### config.mk
export PLATFORM = sky130hd
export DESIGN_NAME = mem_wait_responder
export DESIGN_NICKNAME = d
export VERILOG_FILES = /design/src/rtl/mem_wait_responder.sv
export SDC_FILE = /design/constraint.sdc
export NUM_CORES = 1
export LEC_CHECK = 0
export CAP_MARGIN = 40
export CORE_UTILIZATION = 55
export DETAILED_ROUTE_END_ITERATION = 16
export GPL_TIMING_DRIVEN = 0
export PLACE_DENSITY = 0.73
export SYNTH_ARGS = -nofsm -noshare
export SYNTH_HDL_FRONTEND = slang
export SYNTH_SLANG_ARGS = --single-unit
### constraint.sdc
create_clock -name clk -period 3.13 [get_ports clk]
set_clock_uncertainty 0.1 [all_clocks]
set_input_delay 0.4695 -clock clk [delete_from_list [all_inputs] [get_ports clk]]
set_output_delay 0.4695 -clock clk [all_outputs]
set_load 0.01 [all_outputs]
### src/rtl/mem_wait_responder.sv
// rtl/mem_wait_responder.sv - clocked main-memory responder with programmable wait states and ready handshake
module mem_wait_responder #(
    parameter int ADDR_W = 5,
    parameter int DATA_W = 8,
    parameter int DEPTH  = 32,
    parameter int RD_LAT = 2,
    parameter int WR_LAT = 1
) (
    input  logic              clk,
    input  logic              rst_n,
    input  logic [ADDR_W-1:0] address,
    input  logic [DATA_W-1:0] data_in,
    input  logic              read,
    input  logic              write,
    input  logic              load,
    input  logic              store,
    output logic [DATA_W-1:0] data_out,
    output logic              ready,
    output logic              busy,
    output logic              err
);

    if (RD_LAT < 1 || RD_LAT > 15) begin : g_bad_rd_lat
        $error("mem_wait_responder: RD_LAT must be within 1..15");
    end
    if (WR_LAT < 1 || WR_LAT > 15) begin : g_bad_wr_lat
        $error("mem_wait_responder: WR_LAT must be within 1..15");
    end

    typedef enum logic [2:0] {
        IDLE,
        RD_WAIT,
        WR_WAIT,
        DONE,
        HOLD
    } state_t;

    localparam logic [3:0] RD_LOAD = 4'(RD_LAT - 1);
    localparam logic [3:0] WR_LOAD = 4'(WR_LAT - 1);

    logic [DATA_W-1:0] mem [DEPTH];

    state_t            state, state_nx;
    logic [3:0]        cnt, cnt_nx;
    logic [ADDR_W-1:0] cap_addr, cap_addr_nx;
    logic [DATA_W-1:0] cap_data, cap_data_nx;
    logic              ready_nx, busy_nx, err_nx;
    logic              rd_done, wr_done;
    logic              rd_req, wr_req, req;

    // read/write without load/store belong to the register file, not to us
    assign rd_req = read & load;
    assign wr_req = write & store;
    assign req    = rd_req | wr_req;

    always_comb begin
        state_nx    = state;
        cnt_nx      = cnt;
        cap_addr_nx = cap_addr;
        cap_data_nx = cap_data;
        ready_nx    = ready;
        busy_nx     = busy;
        err_nx      = err;
        rd_done     = 1'b0;
        wr_done     = 1'b0;
        case (state)
            IDLE: begin
                if (req) begin
                    cap_addr_nx = address;
                    cap_data_nx = data_in;
                    busy_nx     = 1'b1;
                    if (wr_req) begin
                        // a simultaneous read is dropped and flagged
                        cnt_nx   = WR_LOAD;
                        state_nx = WR_WAIT;
                        if (rd_req) err_nx = 1'b1;
                    end else begin
                        cnt_nx   = RD_LOAD;
                        state_nx = RD_WAIT;
                    end
                end
            end
            RD_WAIT: begin
                if (cnt == 4'd0) begin
                    rd_done  = 1'b1;
                    ready_nx = 1'b1;
                    busy_nx  = 1'b0;
                    state_nx = DONE;
                end else begin
                    cnt_nx = cnt - 4'd1;
                end
            end
            WR_WAIT: begin
                if (cnt == 4'd0) begin
                    wr_done  = 1'b1;
                    ready_nx = 1'b1;
                    busy_nx  = 1'b0;
                    state_nx = DONE;
                end else begin
                    cnt_nx = cnt - 4'd1;
                end
            end
            DONE: begin
                ready_nx = 1'b0;
                state_nx = HOLD;
            end
            HOLD: begin
                // a level request is serviced once; it must drop before re-arming
                if (!req) state_nx = IDLE;
            end
            default: state_nx = IDLE;
        endcase
    end

    always_ff @(posedge clk or negedge rst_n) begin
        if (!rst_n) begin
            state    <= IDLE;
            cnt      <= 4'd0;
            cap_addr <= '0;
            cap_data <= '0;
            ready    <= 1'b0;
            busy     <= 1'b0;
            err      <= 1'b0;
            data_out <= '0;
        end else begin
            state    <= state_nx;
            cnt      <= cnt_nx;
            cap_addr <= cap_addr_nx;
            cap_data <= cap_data_nx;
            ready    <= ready_nx;
            busy     <= busy_nx;
            err      <= err_nx;
            if (rd_done) data_out <= mem[cap_addr];
        end
    end

    // RAM contents survive reset; reset only cancels the pending commit via state
    always_ff @(posedge clk) begin
        if (wr_done) mem[cap_addr] <= cap_data;
    end

endmodule
==> results.py, run 1 <==
metrics = {
    "logic_synthesis": {
        "synthCells": 617,
        "synth_nets": 637,
        "synth_top_area_share_pct": 67.91,
        "ys_types": 48,
        "async_reset_ff_share_pct": 10.80,
        "muxShareOfSynthArea_pct": 13.91,
        "synth_top_family_by_area": "multiplexers",
        "synthFlopType": "edfxtp_1",
        "synth_top_area_cell": "edfxtp_1",
        "synth-compound-area-share_pct": 3.990,
        "synth_seq_cells": 287,
        "syn_area_sq_um": 11320,
        "synth-seq-area-share_pct": 74.77,
        "synth-edff-count": 256,
        "postSynthAreaPerCell_sq_um": 18.35,
        "synthAdderAreaFrac_pct": 0.1105,
        "synth_simple_gate_area_share_pct": 5.582,
        "synth_xor_area_share_pct": 0.1547,
        "synth_warnings": 0,
        "synthTopCellsByArea": "edfxtp_1 (68%), mux4_2 (8.4%), dfrtp_1 (6.9%)",
    },
    "placed_design": {
        "place.gp.congestion": 0.9830,
        "place.port_buffers": 29,
        "placed_cell_area_sq_um": 12130,
        "dpl.hpwl_um": 17270,
        "dp_slack_ps": -622.1,
    },
    "run": {
        "maxCapViolations": 0,
    },
    "critical_path": {
        "rrSetupSlack_ps": 30,
        "r2r-end": "data_out[6]",
        "path_cells": "buf_4 -> buf_4 -> buf_4 -> buf_2 -> mux2i_1 -> o221ai_1 -> a2111oi_1 -> a21oi_1",
        "critical-path-top-delay-family": "buffers and inverters",
        "critPathSlowestCell": "a2111oi_1",
        "reg2reg_from": "cap_addr[1]",
        "crit_end": "data_out[6]",
        "crit_cells": 8,
        "reg2reg_depth": 8,
        "crit_arrival_ps": 3370,
        "critical_path_required_ps": 3400,
        "cp-start-kind": "register",
        "path_class": "reg -> reg",
        "cp-end-kind": "register",
        "startpoint": "cap_addr[1]",
        "slowest_delay_ps": 590,
        "critPathMaxFanout": 10,
        "cp_num_buf_inv": 4,
        "path_common_cell": "buf_4",
    },
    "timing": {
        "setup_violations": 0,
        "hold_viol_final": 0,
        "rsz0062_at_grt": "no",
        "finalCritPeriodShare_pct": 98.99,
        "hold_ws_ps": 386.5,
        "tns_ps": 0,
        "fmax_mhz": 322.7,
        "min_period_ps": 3099,
        "tightestPinTransition_ps": 815.5,
        "relSlewSlack_pct": 45.22,
        "slew_viol_final": 0,
        "fin_ws_ps": 31.48,
    },
    "route": {
        "viasPerCell": 6.398,
        "ant_nets": 0,
        "drt_iter0_drc": 677,
        "dr.pass1.iters": 5,
        "num_vias": 6238,
        "drcViolationCount": 0,
        "wl_per_cell_um": 26.94,
        "routed_wl_um": 26270,
    },
    "clock_network": {
        "cts_sinks": 287,
        "cts_tree": "built",
        "cts_made_buffers": 27,
        "cts_buffer_depth": 3,
        "htree_levels": 1,
        "clk_pin_slew_worst_paths_ps": 60,
        "clkLatencyLatePin_ps": 530,
        "cts_root_buf": "clkbuf_16",
        "postCtsSetupRepairBufs": 0,
    },
    "finish": {
        "layout.nets": 705,
        "syn2layout_area_growth_pct": 16.44,
        "drive_above_1_share_pct": 22.41,
        "antenna_cells": 0,
        "final_cell_mix": "edfxtp_1 (256), mux2i_1 (47), mux4_2 (42)",
        "stdcell_area_sq_um": 13180,
        "finish.utilization_pct": 65.14,
        "final_common_cell": "edfxtp_1",
        "fillerInstances": 1298,
    },
    "global_routing": {
        "grt.busiest_layer": "met2",
        "antenna_found_initial": 0,
        "grt.met3_usage_pct": 3.605,
        "grt_first_pass_wirelength_um": 39240,
        "grt_pass1_vias": 6329,
        "grt_max_degree": 32,
        "grt_usage_pct": 25.46,
        "use_met1_pct": 35.07,
        "grt_overflow": 0,
        "grt_use_met2_pct": 42.64,
    },
    "min_path": {
        "min_from": "err",
        "hp-class": "reg -> reg",
    },
    "floorplanning": {
        "num_rows": 52,
        "die_w_um": 145.5,
        "start_util_pct": 55.94,
        "core_area_sq_um": 20230,
        "ios": 30,
        "die_area_sq_um": 21160,
        "die_y_um": 145.5,
    },
    "power": {
        "p_leak_nw": 4.271,
        "power.density_nw_per_um2": 925.8,
        "ir_worst_vdd_v": 0.0007177,
    },
    "status": {
        "outcome": "finished clean",
    },
}
[worst min path at each step]
stage / endpoint / slack, ps / depth (start not counted)
4_1_cts: err / 390 / 1
6_report: err / 390 / 1
5_1_grt: err / 400 / 1
2_1_floorplan: busy / 70 / 0
3_3_place_gp: err / 370 / 1
3_5_place_dp: err / 360 / 1
[synthesized netlist by cell type (5+ instances only)]
master / n
a21oi_1: 5
a22oi_1: 6
a31oi_1: 5
buf_2: 12
buf_4: 5
clkbuf_1: 11
dfrtp_1: 31
edfxtp_1: 256
inv_1: 5
mux2_2: 14
mux2i_1: 47
mux4_2: 42
nand2_1: 19
nand2b_1: 6
nand3_1: 7
nor2_1: 49
nor3_1: 7
o21ai_0: 7
o22a_1: 5
o22ai_1: 15
or3_1: 5
[cell families after synthesis]
logic type,count (synthesis)
flops,287
simple gates,124
mux,103
compound gates,64
buf+inv,36
xor+xnor,2
fa+ha+maj,1
[stage by stage]
stage,instances,power [mW]
2_1_floorplan,617,7.474
3_3_place_gp,916,8.687
3_5_place_dp,926,9.060
4_1_cts,976,12.15
5_1_grt,975,12.63
6_report,975,12.20
[flip-flops by register name (all words and copies together), names as in the netlist]
register / count
busy: 1
mem: 256
ready: 1
cap_addr: 5
state: 3
cnt: 4
cap_data: 8
err: 1
data_out: 8
[routing by layer]
metal | wire, um | vias to the layer above
met2 | 13050 | 361
met1 | 10090 | 3201
met5 | 0 | -
li1 | - | 2624
met4 | 765 | 0
met3 | 2361 | 52
[what timing repair did]
action,CTS,global route
endpoints found under the setup margin,258,68
endpoints found under the hold margin,31,0
resized for setup,57,12
hold buffers,1,0
[where the power goes]
part | internal (mW) | switching (mW) | leakage [nW] | total, mW
sequential | 4.92 | 0.362 | 2.68 | 5.28
clock | 1.69 | 1.33 | 0.382 | 3.02
combinational | 1.60 | 2.29 | 1.21 | 3.90
total | 8.22 | 3.99 | 4.27 | 12.2
[cell type report]
cell class,count,area (sq um),share of cell area [%]
Multi-Input combinational cell,294,2923,22.18
Clock inverter,10,68.82,0.5221
Buffer,30,152.6,1.158
Tap cell,270,337.8,2.563
Inverter,5,18.77,0.1424
Sequential cell,287,8463,64.21
Clock buffer,39,730.7,5.544
Timing Repair Buffer,40,485.5,3.683
(Power assumes the default switching activity.)
==> run 2: changes to the inputs <==
- PLACE_DENSITY: 0.73 -> 0.72
- SKIP_CTS_REPAIR_TIMING: unset -> 1
==> run 2 against run 1 <==
Worst setup slack worse by 6.8 ps. Register-to-register slack about the same. Routed wire length down 0.99%. Largest power group unchanged. Clock-buffer cell count did not move. Critical path depth decreased by 1. Flip-flop and latch count is the same. Critical endpoint is now data_out[4]. Non-clock buffer count increased by 1. Global-route usage barely moved.
==> results.py, run 2 (synthesis results as in run 1) <==
metrics = {
    "placed_design": {
        "dp_slack_ps": -585.5,
        "placed_cell_area_sq_um": 12140,
        "place.gp.congestion": 0.9791,
        "dpl.hpwl_um": 17560,
        "place.port_buffers": 29,
        "dp.cells": 928,
    },
    "floorplanning": {
        "die_area_sq_um": 21160,
        "ios": 30,
        "start_util_pct": 55.94,
        "die_y_um": 145.5,
        "num_rows": 52,
        "die_w_um": 145.5,
        "core_area_sq_um": 20230,
    },
    "global_routing": {
        "grt_usage_pct": 25.46,
        "grt_pass1_vias": 6382,
        "grt_first_pass_wirelength_um": 39210,
        "grt_overflow": 0,
        "antenna_found_initial": 0,
        "grt_max_degree": 32,
    },
    "critical_path": {
        "reg2reg_depth": 7,
        "critical_path_required_ps": 3450,
        "critPathMaxFanout": 10,
        "reg2reg_from": "cap_addr[0]",
        "path_class": "reg -> reg",
        "cp-end-kind": "register",
        "cp-start-kind": "register",
        "r2r-end": "data_out[4]",
        "rrSetupSlack_ps": 20,
        "crit_arrival_ps": 3420,
    },
    "min_path": {
        "hp-class": "reg -> reg",
        "whs_endpoint": "err",
        "min_from": "err",
        "worstHoldPathCells": 1,
    },
    "timing": {
        "setup_violations": 0,
        "fin_ws_ps": 24.67,
        "min_period_ps": 3105,
        "rsz0062_at_grt": "no",
        "slew_viol_final": 0,
        "tightestPinTransition_ps": 785.5,
        "relSlewSlack_pct": 47.23,
        "fmax_mhz": 322.0,
        "finalCritPeriodShare_pct": 99.21,
        "hold_viol_final": 0,
        "tns_ps": 0,
    },
    "route": {
        "drcViolationCount": 0,
        "dr.pass1.iters": 5,
        "num_vias": 6157,
        "ant_nets": 0,
        "wl_per_cell_um": 26.62,
        "drt_iter0_drc": 614,
        "routed_wl_um": 26010,
        "viasPerCell": 6.302,
    },
    "finish": {
        "syn2layout_area_growth_pct": 17.21,
        "largest-register": "mem",
        "drive_above_1_share_pct": 22.77,
        "top_regs": "mem (256), cap_data (8), data_out (8)",
        "final_common_cell": "edfxtp_1",
        "final_cell_mix": "edfxtp_1 (256), mux2i_1 (47), mux4_2 (42)",
        "largest_register_ffs": 256,
        "stdcell_area_sq_um": 13270,
        "antenna_cells": 0,
        "layout.nets": 707,
        "final_cell_count_no_fill": 977,
    },
    "run": {
        "maxCapViolations": 0,
    },
    "clock_network": {
        "clk_pin_slew_worst_paths_ps": 60,
        "cts_made_buffers": 28,
        "cts_tree": "built",
        "cts_buffer_depth": 3,
        "cts_root_buf": "clkbuf_16",
        "cts_sinks": 287,
        "htree_levels": 1,
        "clkLatencyLatePin_ps": 550,
    },
    "power": {
        "clockPowerShare_pct": 25.9,
        "swShare_pct": 32.28,
        "p_int_mw": 8.399,
        "power.density_nw_per_um2": 934.9,
        "ir_worst_vdd_v": 0.0007361,
        "seq_power_share_pct": 42.7,
        "comb_power_share_pct": 31.5,
        "p_switching_mw": 4.004,
        "p_leak_nw": 4.316,
    },
    "status": {
        "outcome": "finished clean",
    },
}
## run 2: cell count changes in the layout (fill, tap and decap cells not counted), moves of 2 or more
cell / before / now
buf_1: 5 / 7
buf_2: 11 / 8
clkbuf_1: 20 / 17
clkbuf_4: 1 / 4
clkbuf_8: 1 / 3
## run 2: routing by layer
| layer | vias to the layer above | global-route usage (%) | part of all wire (%) |
|---|---|---|---|
| met4 | 0 | 10.84 | 3.4 |
| met3 | 62 | 4.326 | 7.5 |
| li1 | 2640 | - | - |
| met2 | 315 | 40.65 | 48 |
| met5 | - | 0 | 0 |
| met1 | 3140 | 35.18 | 41 |
## run 2: layout make-up
| cell class | instances | area, sq um |
|---|---|---|
| Sequential cell | 287 | 8463 |
| Fill cell | 1330 | 6967 |
| Multi-Input combinational cell | 294 | 2922 |
| Clock buffer | 39 | 772.0 |
| Timing Repair Buffer | 42 | 493.0 |
| Tap cell | 270 | 337.8 |
| Buffer | 29 | 152.6 |
| Clock inverter | 11 | 108.9 |
| Inverter | 5 | 18.77 |
## run 2: power by group through the flow
stage,Sequential [mW],Combinational [mW],Clock (mW)
global route,5.33,4.13,3.40
finish,5.29,3.90,3.21
floorplan,5.40,2.08,0
detailed placement,5.37,3.75,0
CTS,5.30,3.77,3.24
global placement,5.65,3.08,0
## run 2: worst max-delay path by stage
stage	from	end	slack, ps	cells after the start
floorplan	cnt[0]	mem[0][0]	370	8
global placement	cap_addr[1]	mem[11][2]	-490	6
detailed placement	cap_addr[0]	mem[11][3]	-590	6
CTS	cap_addr[0]	mem[11][0]	-590	6
global route	cap_addr[2]	mem[29][7]	2	5
finish	cap_addr[0]	data_out[4]	20	7
## run 2: metrics by stage
stage	hold slack, ps	util, %	power, mW
6_report	390.7	65.57	12.40
5_1_grt	425.7	65.57	12.86
4_1_cts	-94.22	64.35	12.31
3_5_place_dp	369.6	60.00	9.124
3_3_place_gp	365.4	59.05	8.730
2_1_floorplan	73.91	-	7.474
## run 2: critical path, stage by stage (launching register included)
cell       delay, ps
dfrtp_1          340
buf_4            240
buf_4            250
buf_2            440
mux4_2           640
a2111oi_0        650
buf_1            230
a31oi_1          100
==> run 3: changes to the inputs <==
- SLEW_MARGIN: unset -> 20
==> run 3 against run 2 <==
Global-route usage hardly changed. Worst setup slack better by 93 ps. Fmax is 3.1% higher. Sequential share of layout area is 0.39 points lower. Cell area is 0.61% higher. Cell count is 1.2% higher. Critical path depth stayed put. First-iteration DRC count is 6.5% higher. Total power is 2.8% higher. Clock power is 15% higher. Non-clock buffer count is 10 higher. Highest routed layer unchanged.
==> results.py, run 3 (synthesis results as in run 1) <==
metrics = {
    "timing": {
        "setup_violations": 0,
        "tns_ps": 0,
        "hold_viol_final": 0,
        "tightestPinTransition_ps": 824.8,
        "min_period_ps": 3012,
        "finalCritPeriodShare_pct": 96.24,
        "fmax_mhz": 332.0,
        "slew_viol_final": 0,
        "relSlewSlack_pct": 44.59,
        "rsz0062_at_grt": "no",
        "fin_ws_ps": 117.5,
    },
    "route": {
        "dr.pass1.iters": 5,
        "num_vias": 6194,
        "drt_iter0_drc": 654,
        "wl_per_cell_um": 26.40,
        "ant_nets": 0,
        "routed_wl_um": 26110,
        "drcViolationCount": 0,
        "viasPerCell": 6.263,
    },
    "finish": {
        "final_common_cell": "edfxtp_1",
        "syn2layout_area_growth_pct": 17.93,
        "antenna_cells": 0,
        "largest-register": "mem",
        "final_cell_mix": "edfxtp_1 (256), mux2i_1 (47), mux4_2 (42)",
        "largest_register_ffs": 256,
        "fillerInstances": 1315,
        "seq_area_sq_um": 8463,
        "layout.nets": 717,
        "finish.utilization_pct": 65.97,
        "drive_above_1_share_pct": 24.06,
        "multi_input_area_sq_um": 2801,
        "final_cell_count_no_fill": 989,
        "top_regs": "mem (256), cap_data (8), data_out (8)",
    },
    "global_routing": {
        "grt.met3_usage_pct": 4.044,
        "grt_first_pass_wirelength_um": 39220,
        "grt_pass1_vias": 6265,
        "grt_use_met2_pct": 40.24,
        "antenna_found_initial": 0,
        "grt_overflow": 0,
        "grt.busiest_layer": "met2",
        "grt_usage_pct": 25.47,
        "use_met1_pct": 36.35,
        "grt_max_degree": 29,
    },
    "placed_design": {
        "dp_slack_ps": -559.8,
        "place.gp.congestion": 0.9791,
        "dpl.hpwl_um": 17840,
        "dp.cells": 928,
        "place.port_buffers": 29,
    },
    "clock_network": {
        "cts_root_buf": "clkbuf_16",
        "cts_sinks": 287,
        "cts_buffer_depth": 3,
        "htree_levels": 1,
        "cts_made_buffers": 28,
        "cts_tree": "built",
        "clk_pin_slew_worst_paths_ps": 60,
        "clkLatencyLatePin_ps": 530,
    },
    "power": {
        "ir_worst_vdd_v": 0.0006863,
        "power.density_nw_per_um2": 955.6,
        "power_mw": 12.76,
        "p_leak_nw": 4.436,
    },
    "critical_path": {
        "critical_path_required_ps": 3440,
        "cp-end-kind": "register",
        "crit_arrival_ps": 3320,
        "critPathMaxFanout": 10,
        "reg2reg_depth": 7,
        "cp-start-kind": "register",
        "path_class": "reg -> reg",
    },
    "floorplanning": {
        "num_rows": 52,
        "die_y_um": 145.5,
        "start_util_pct": 55.94,
        "ios": 30,
        "die_area_sq_um": 21160,
        "core_area_sq_um": 20230,
        "die_w_um": 145.5,
    },
    "status": {
        "outcome": "finished clean",
    },
    "run": {
        "maxCapViolations": 0,
    },
    "min_path": {
        "hp-class": "in -> async",
    },
}
==> run 3: area by class of cell <==
class	count	share of cell area (%)
clock inverters	17	1.940
clock buffers	35	5.755
plain buffers	29	1.143
well taps	270	2.531
repair buffers	52	4.105
inverters	5	0.1406
flip-flops and latches	287	63.40
multi-input cells	294	20.99
==> run 3: critical path: stages, from the launching register on <==
cell and delay, ps:
dfrtp_1 320, buf_4 230, buf_2 390, buf_2 440, mux4_2 440, a2111oi_0 650, buf_1 210, a31oi_1 100
==> run 3: worst paths after layout <==
check	slack, ps	from	to
min	300	rst_n	err
max	120	cap_addr[1]	data_out[5]
max reg2reg	120	cap_addr[1]	data_out[5]
max in group asynchronous	2210	rst_n	cap_addr[0]
min in group clk	400	err	err
min reg2reg	400	err	err
==> run 3: through the flow <==
step | hold WS (ps) | area [sq um]
6_report | 296.4 | 13350
5_1_grt | 311.7 | 13350
4_1_cts | -262.1 | 13150
3_5_place_dp | 300.4 | 12120
3_3_place_gp | 365.4 | 11950
2_1_floorplan | 73.91 | 11320
==> run 3: report_power, final <==
part / switching [mW] / total, mW / internal, mW
sequential: 0.383 / 5.31 / 4.92
clock: 1.37 / 3.68 / 2.31
combinational: 2.22 / 3.77 / 1.55
==> run 3: routing by layer <==
metal / part of all wire, % / vias up
li1: - / 2654
met1: 40 / 3149
met2: 48 / 330
met3: 8.1 / 61
met4: 3.5 / 0
met5: 0 / -
